## src/rtl/mux_scan_pkg.sv

```systemverilog
// Shared types and constants for the mux scan sequencer.
// Optional build macro: MUX_SCAN_PARITY_EN (adds parity outputs).
package mux_scan_pkg;

  typedef enum logic [1:0] {
    IDLE   = 2'd0,
    SETTLE = 2'd1,
    SAMPLE = 2'd2,
    DONE   = 2'd3
  } state_e;

  localparam int unsigned N_IN     = 8;
  localparam logic [2:0]  SEL_LAST = 3'd7;
  localparam int unsigned CNT_W    = 4;

endpackage

```

## src/rtl/mux_scan_ctrl_if.sv

```systemverilog
// Handshake and mux-side bus of the scan sequencer.
// master: the sequencer; slave: upstream/downstream/mux environment.
// Optional build macro: MUX_SCAN_PARITY_EN (adds out_parity, parity_err).
interface mux_scan_ctrl_if;

  logic       in_valid;
  logic [7:0] in_data;
  logic       in_ready;
  logic [7:0] mux_data;
  logic       mux_s2;
  logic       mux_s1;
  logic       mux_s0;
  logic       mux_y;
  logic       out_valid;
  logic       out_ready;
  logic [7:0] out_data;
  logic       out_mismatch;
  logic       busy;
`ifdef MUX_SCAN_PARITY_EN
  logic       out_parity;
  logic       parity_err;
`endif

  modport master (
    input  in_valid, in_data, mux_y, out_ready,
    output in_ready, mux_data, mux_s2, mux_s1, mux_s0,
    output out_valid, out_data, out_mismatch, busy
`ifdef MUX_SCAN_PARITY_EN
    , output out_parity, parity_err
`endif
  );

  modport slave (
    output in_valid, in_data, mux_y, out_ready,
    input  in_ready, mux_data, mux_s2, mux_s1, mux_s0,
    input  out_valid, out_data, out_mismatch, busy
`ifdef MUX_SCAN_PARITY_EN
    , input out_parity, parity_err
`endif
  );

endinterface

```

## src/rtl/mux_scan_settle_timer.sv

```systemverilog
// Loadable down-counter that paces the settle wait after each select change.
module mux_scan_settle_timer
  import mux_scan_pkg::*;
(
  input  logic             clk,
  input  logic             rst,
  input  logic             load,
  input  logic [CNT_W-1:0] load_val,
  input  logic             en,
  output logic             zero_c
);

  logic [CNT_W-1:0] count_q;

  // Load has priority; decrement stops at zero.
  always_ff @(posedge clk) begin
    if (rst) begin
      count_q <= '0;
    end else if (load) begin
      count_q <= load_val;
    end else if (en && (count_q != '0)) begin
      count_q <= count_q - CNT_W'(1);
    end
  end

  assign zero_c = (count_q == '0);

endmodule

```

## src/rtl/mux_scan_ctrl.sv

```systemverilog
// Scan sequencer around an 8:1 mux: drives a word and walks the select,
// samples the mux output per select, and reports the reassembled byte.
// Optional build macro: MUX_SCAN_PARITY_EN (adds out_parity, parity_err).
module mux_scan_ctrl
  import mux_scan_pkg::*;
#(
  parameter int unsigned SETTLE_CYCLES = 1,
  parameter int unsigned SEL_W         = 3
)
(
  input  logic           clk,
  input  logic           rst,
  mux_scan_ctrl_if.master bus
);

  localparam logic [CNT_W-1:0] SETTLE_LOAD = CNT_W'(SETTLE_CYCLES - 1);

  state_e            state_q, state_d;
  logic [SEL_W-1:0]  sel_q, sel_d;
  logic [7:0]        mux_data_q, mux_data_d;
  logic [N_IN-1:0]   cap_q, cap_d, cap_next;
  logic              in_ready_q, in_ready_d;
  logic              busy_q, busy_d;
  logic              out_valid_q, out_valid_d;
  logic [7:0]        out_data_q, out_data_d;
  logic              mismatch_q, mismatch_d;
  logic              tmr_load, tmr_en, tmr_zero_c;
`ifdef MUX_SCAN_PARITY_EN
  logic              parity_q, parity_d;
  logic              parity_err_q, parity_err_d;
`endif

  mux_scan_settle_timer u_timer (
    .clk      (clk),
    .rst      (rst),
    .load     (tmr_load),
    .load_val (SETTLE_LOAD),
    .en       (tmr_en),
    .zero_c   (tmr_zero_c)
  );

  // Capture register with the current mux output merged at the select position.
  always_comb begin
    cap_next        = cap_q;
    cap_next[sel_q] = bus.mux_y;
  end

  // State and registered outputs.
  always_ff @(posedge clk) begin
    if (rst) begin
      state_q      <= IDLE;
      sel_q        <= '0;
      mux_data_q   <= '0;
      cap_q        <= '0;
      in_ready_q   <= 1'b1;
      busy_q       <= 1'b0;
      out_valid_q  <= 1'b0;
      out_data_q   <= '0;
      mismatch_q   <= 1'b0;
`ifdef MUX_SCAN_PARITY_EN
      parity_q     <= 1'b0;
      parity_err_q <= 1'b0;
`endif
    end else begin
      state_q      <= state_d;
      sel_q        <= sel_d;
      mux_data_q   <= mux_data_d;
      cap_q        <= cap_d;
      in_ready_q   <= in_ready_d;
      busy_q       <= busy_d;
      out_valid_q  <= out_valid_d;
      out_data_q   <= out_data_d;
      mismatch_q   <= mismatch_d;
`ifdef MUX_SCAN_PARITY_EN
      parity_q     <= parity_d;
      parity_err_q <= parity_err_d;
`endif
    end
  end

  // Next-state and next-output logic.
  always_comb begin
    state_d      = state_q;
    sel_d        = sel_q;
    mux_data_d   = mux_data_q;
    cap_d        = cap_q;
    in_ready_d   = in_ready_q;
    busy_d       = busy_q;
    out_valid_d  = out_valid_q;
    out_data_d   = out_data_q;
    mismatch_d   = mismatch_q;
    tmr_load     = 1'b0;
    tmr_en       = 1'b0;
`ifdef MUX_SCAN_PARITY_EN
    parity_d     = parity_q;
    parity_err_d = parity_err_q;
`endif

    unique case (state_q)
      IDLE: begin
        in_ready_d = 1'b1;
        if (bus.in_valid && in_ready_q) begin
          mux_data_d = bus.in_data;
          sel_d      = '0;
          cap_d      = '0;
          tmr_load   = 1'b1;
          in_ready_d = 1'b0;
          busy_d     = 1'b1;
          state_d    = SETTLE;
        end
      end
      SETTLE: begin
        if (tmr_zero_c) begin
          state_d = SAMPLE;
        end else begin
          tmr_en = 1'b1;
        end
      end
      SAMPLE: begin
        cap_d = cap_next;
        if (sel_q == SEL_LAST) begin
          busy_d      = 1'b0;
          out_valid_d = 1'b1;
          out_data_d  = cap_next;
          mismatch_d  = (cap_next != mux_data_q);
`ifdef MUX_SCAN_PARITY_EN
          parity_d     = ^cap_next;
          parity_err_d = (^cap_next) ^ (^mux_data_q);
`endif
          state_d     = DONE;
        end else begin
          sel_d    = sel_q + SEL_W'(1);
          tmr_load = 1'b1;
          state_d  = SETTLE;
        end
      end
      DONE: begin
        if (out_valid_q && bus.out_ready) begin
          out_valid_d = 1'b0;
          in_ready_d  = 1'b1;
          state_d     = IDLE;
        end
      end
      default: state_d = IDLE;
    endcase
  end

  assign bus.in_ready                      = in_ready_q;
  assign bus.busy                          = busy_q;
  assign bus.mux_data                      = mux_data_q;
  assign {bus.mux_s2, bus.mux_s1, bus.mux_s0} = sel_q;
  assign bus.out_valid                     = out_valid_q;
  assign bus.out_data                      = out_data_q;
  assign bus.out_mismatch                  = mismatch_q;
`ifdef MUX_SCAN_PARITY_EN
  assign bus.out_parity                    = parity_q;
  assign bus.parity_err                    = parity_err_q;
`endif

endmodule

```

## src/flat_wrapper.sv

```systemverilog
// flat-port wrapper written by rule: the top's interface ports become plain ports
module mux_scan_ctrl_flat import mux_scan_pkg::*;
#(
  parameter int unsigned SETTLE_CYCLES = 1,
  parameter int unsigned SEL_W         = 3
)
  (clk, rst, bus_in_valid, bus_in_data, bus_mux_y, bus_out_ready, bus_in_ready, bus_mux_data, bus_mux_s2, bus_mux_s1, bus_mux_s0, bus_out_valid, bus_out_data, bus_out_mismatch, bus_busy);
  mux_scan_ctrl_if bus_i ();
  input  logic clk;
  input  logic rst;
  input wire logic [$bits(bus_i.in_valid)-1:0] bus_in_valid;
  input wire logic [$bits(bus_i.in_data)-1:0] bus_in_data;
  input wire logic [$bits(bus_i.mux_y)-1:0] bus_mux_y;
  input wire logic [$bits(bus_i.out_ready)-1:0] bus_out_ready;
  output wire logic [$bits(bus_i.in_ready)-1:0] bus_in_ready;
  output wire logic [$bits(bus_i.mux_data)-1:0] bus_mux_data;
  output wire logic [$bits(bus_i.mux_s2)-1:0] bus_mux_s2;
  output wire logic [$bits(bus_i.mux_s1)-1:0] bus_mux_s1;
  output wire logic [$bits(bus_i.mux_s0)-1:0] bus_mux_s0;
  output wire logic [$bits(bus_i.out_valid)-1:0] bus_out_valid;
  output wire logic [$bits(bus_i.out_data)-1:0] bus_out_data;
  output wire logic [$bits(bus_i.out_mismatch)-1:0] bus_out_mismatch;
  output wire logic [$bits(bus_i.busy)-1:0] bus_busy;
  assign bus_i.in_valid = bus_in_valid;
  assign bus_i.in_data = bus_in_data;
  assign bus_i.mux_y = bus_mux_y;
  assign bus_i.out_ready = bus_out_ready;
  assign bus_in_ready = bus_i.in_ready;
  assign bus_mux_data = bus_i.mux_data;
  assign bus_mux_s2 = bus_i.mux_s2;
  assign bus_mux_s1 = bus_i.mux_s1;
  assign bus_mux_s0 = bus_i.mux_s0;
  assign bus_out_valid = bus_i.out_valid;
  assign bus_out_data = bus_i.out_data;
  assign bus_out_mismatch = bus_i.out_mismatch;
  assign bus_busy = bus_i.busy;
  mux_scan_ctrl #(.SETTLE_CYCLES(SETTLE_CYCLES), .SEL_W(SEL_W)) u_core (.clk(clk), .rst(rst), .bus(bus_i));
endmodule
```

## config.mk

```make
export PLATFORM = sky130hd
export DESIGN_NAME = mux_scan_ctrl_flat
export DESIGN_NICKNAME = d
export VERILOG_FILES = /design/src/rtl/mux_scan_pkg.sv /design/src/rtl/mux_scan_ctrl_if.sv /design/src/rtl/mux_scan_settle_timer.sv /design/src/rtl/mux_scan_ctrl.sv /design/src/flat_wrapper.sv
export SDC_FILE = /design/constraint.sdc
export NUM_CORES = 1
export LEC_CHECK = 0
export ABC_CLOCK_PERIOD_IN_PS = 2000
export CORE_MARGIN = 10
export CORE_UTILIZATION = 51
export DETAILED_ROUTE_END_ITERATION = 7
export PLACE_DENSITY = 0.79
export SYNTH_ARGS = -nofsm -noshare
export SYNTH_HDL_FRONTEND = slang
export SYNTH_SLANG_ARGS = --single-unit
```

## constraint.sdc

```tcl
create_clock -name clk -period 2 [get_ports clk]
set_input_delay 0.6 -clock clk [delete_from_list [all_inputs] [get_ports clk]]
set_output_delay 0.6 -clock clk [all_outputs]
set_load 0.05 [all_outputs]
```

==> impl_metrics.env <==
export IMPL_outcome="completed"
export IMPL_arrival_ps=2040
export IMPL_synth_edf_count=0
export IMPL_placed_area_sq_um=2300
export IMPL_cts_resized=0
export IMPL_yosysMostFrequentCell="dfxtp_1"
export IMPL_intPower_mw=1.31
export IMPL_synth_nets=243
export IMPL_overflow=0
export IMPL_dieArea_sq_um=6460
export IMPL_synth_simple_gate_area_share_pct=25.4
export IMPL_peakVddDrop_uv=555
export IMPL_start_util_pct=54.0
export IMPL_rr_startpoint="u_core.sel_q[0]"
export IMPL_skew_ps=9.69
export IMPL_first_global_vias=1659
export IMPL_synth_largest_area_cell="dfxtp_1"
export IMPL_cts_tree="done"
export IMPL_power_density_nw_per_um2=751
export IMPL_multi_input_area_sq_um=1030
export IMPL_synth_area_leaders="dfxtp_1 40%, nand2_1 7.1%, nor2_1 6.9%"
export IMPL_synth_fa_ha_area_share_pct=2.02
export IMPL_p_sw_share_pct=28.2
export IMPL_grt_use_total_pct=14.3
export IMPL_io_buffer_count=35
export IMPL_grt_pass1_wl_um=7560
export IMPL_drive_gt1_share_pct=20.8
export IMPL_drtIter0Drc=114
export IMPL_clk_latency_ps=300
export IMPL_combPwrFrac_pct=18.4
export IMPL_synth_compound_area_share_pct=19.2
export IMPL_critPathRequiredTime_ps=2170
export IMPL_postRouteAntennaNets=0
export IMPL_clockBufferDepth=2
export IMPL_vias=1711
export IMPL_async_flop_share_pct=0
export IMPL_path_clk_slew_ps=70
export IMPL_die_w_um=80.4
export IMPL_grt_max_degree=18
export IMPL_die_h_um=80.4
export IMPL_synth_main_ff_cell="dfxtp_1"
export IMPL_startpoint_type="input port"
export IMPL_finalSetupViolCount=0
export IMPL_pin_count=36
export IMPL_clkPwrFrac_pct=37.1
export IMPL_rsz0062_at_grt="false"
export IMPL_cts_inserted_buffers=5
export IMPL_firstDrtPassIters=5
export IMPL_tightest_slew_ps=391
export IMPL_netSwitchingPower_mw=0.513
export IMPL_period_needed_ps=1870
export IMPL_period_share_pct=93.4
export IMPL_layout_nets=289
export IMPL_path_max_fanout=9
export IMPL_synthCells=227
export IMPL_antenna_found_initial=0
export IMPL_syn_area_per_cell_sq_um=8.19
export IMPL_max_cap_violations=0
export IMPL_num_rows=21
export IMPL_dp_hpwl_um=3390
export IMPL_post_cts_repair_setup_buffers=0
export IMPL_min_from="u_core.bus.mux_data[7]"
export IMPL_hold_slack_ps=494
export IMPL_wl_um=4440
export IMPL_ys_ff_latch=37
export IMPL_num_antenna_cells=0
export IMPL_finalWeightedCongestion=0.861
export IMPL_remaining_drc_errors=0
export IMPL_n_fill_cell=301
export IMPL_p_seq_share_pct=44.5
export IMPL_routed_via_density=5.35
export IMPL_end_kind="flop"
export IMPL_yosys_top_cells_count="37 x dfxtp_1, 35 x nand2_1, 34 x nor2_1"
export IMPL_crit_type="input port to flop"
export IMPL_core_area_sq_um=3440
export IMPL_synth_warnings=0
export IMPL_clockRootBuffer="clkbuf_8"
export IMPL_ys_seq_area_share_pct=39.8
export IMPL_synth_distinct_cells=46
export IMPL_synthDominantCellAreaShare_pct=39.8
export IMPL_finalHoldViolCount=0
export IMPL_drv_slew=0
export IMPL_synth_xor_area_share_pct=4.24
export IMPL_cts_htree_levels=2
export IMPL_finalInstanceArea_sq_um=2420
export IMPL_synth_area_sq_um=1860
export IMPL_slew_headroom_pct=73.9
export IMPL_syn_to_final_growth_pct=30.1
export IMPL_final_seq_area_sq_um=742
export IMPL_synth_top_family_by_area="simple AND/OR/NAND/NOR gates"
export IMPL_cts_sinks=37
export IMPL_ctsHoldBuffers=0
export IMPL_fmax_mhz=536
export IMPL_routedWlPerCell_um=13.9
export IMPL_crit_path_start="bus_mux_y"
export IMPL_synthMuxAreaShare_pct=4.31
export IMPL_p_leak_nw=0.954
export IMPL_worst_hold_path_type="flop to flop"
==> path summary, 6_finish.rpt <==
path,endpoint,slack (ps),depth (start not counted)
worst min register to register,u_core.bus.mux_data[7],490,2
worst max register to register,u_core.bus.out_mismatch,200,6
worst min-delay path,u_core.bus.mux_data[7],490,2
worst max-delay path,u_core.bus.out_mismatch,130,6
==> area by class of cell <==
class	instances	share of cell area (%)
multi-input cells	173	42.5
flip-flops and latches	37	30.7
repair buffers	52	18.9
clock buffers	6	3.41
well taps	46	2.38
clock inverters	2	1.55
inverters	4	0.620
==> per-stage QoR <==
step                instances  worst slack, ps  TNS [ps]  power, mW  utilization (%)
floorplan                 227             22.1         0       1.03                -
finish                    320              133         0       1.82             70.3
detailed placement        312             -164      -178       1.16             66.8
CTS                       320              143         0       1.83             70.3
global placement          312             -121      -121       1.16             66.8
global route              320             3.54         0       1.89             70.3
==> placed cells by master (no fill, tap or decap), types with 6 or more instances in the layout <==
cell | Yosys | routed
dfxtp_1 | 37 | 36
clkbuf_8 | 0 | 6
a21oi_1 | 20 | 20
nor3_1 | 7 | 7
xor2_1 | 6 | 6
nor2_1 | 34 | 34
clkdlybuf4s50_1 | 0 | 12
buf_4 | 2 | 37
mux2i_1 | 8 | 8
nand2_1 | 35 | 35
a211oi_1 | 10 | 10
==> metal layers <==
metal	global-route usage [%]	vias to the layer above	share of wire, %
met5	0	-	0
met4	6.16	0	1.6
met3	3.79	8	3.9
met2	22.5	33	47
met1	18.0	787	48
li1	-	883	-
==> power groups by stage <==
stage,registers (mW),logic [mW],clock network (mW)
5_1_grt,0.815,0.365,0.714
4_1_cts,0.809,0.335,0.688
2_1_floorplan,0.879,0.155,0
3_3_place_gp,0.826,0.330,0
6_report,0.810,0.334,0.674
3_5_place_dp,0.826,0.334,0
==> kinds of logic (layout without fill, tap and decap cells) <==
| family | after synthesis | after routing |
|---|---|---|
| AO/OA/AOI/OAI | 54 | 54 |
| XOR/XNOR | 9 | 9 |
| adder cells (fa/ha/maj) | 3 | 3 |
| buffers and inverters | 17 | 64 |
| flip-flops | 37 | 37 |
| multiplexers | 8 | 8 |
| AND/OR/NAND/NOR | 99 | 99 |
==> critical path: stages <==
cell and delay [ps]:
clkdlybuf4s50_1 640, inv_1 160, a21boi_2 160, o32ai_1 80, nor4_1 290, a31oi_1 110
==> flip-flops by register name, summed over array words and instances, names as in the netlist <==
| register | count |
|---|---|
| u_core.bus.out_data | 8 |
| u_core.state_q | 2 |
| u_core.bus.busy | 1 |
| u_core.bus.out_valid | 1 |
| u_core.u_timer.count_q | 4 |
| u_core.bus.mux_data | 8 |
| u_core.cap_q | 8 |
| u_core.sel_q | 3 |
| u_core.bus.in_ready | 1 |
| u_core.bus.out_mismatch | 1 |
Power figures use the tool's default switching activity.
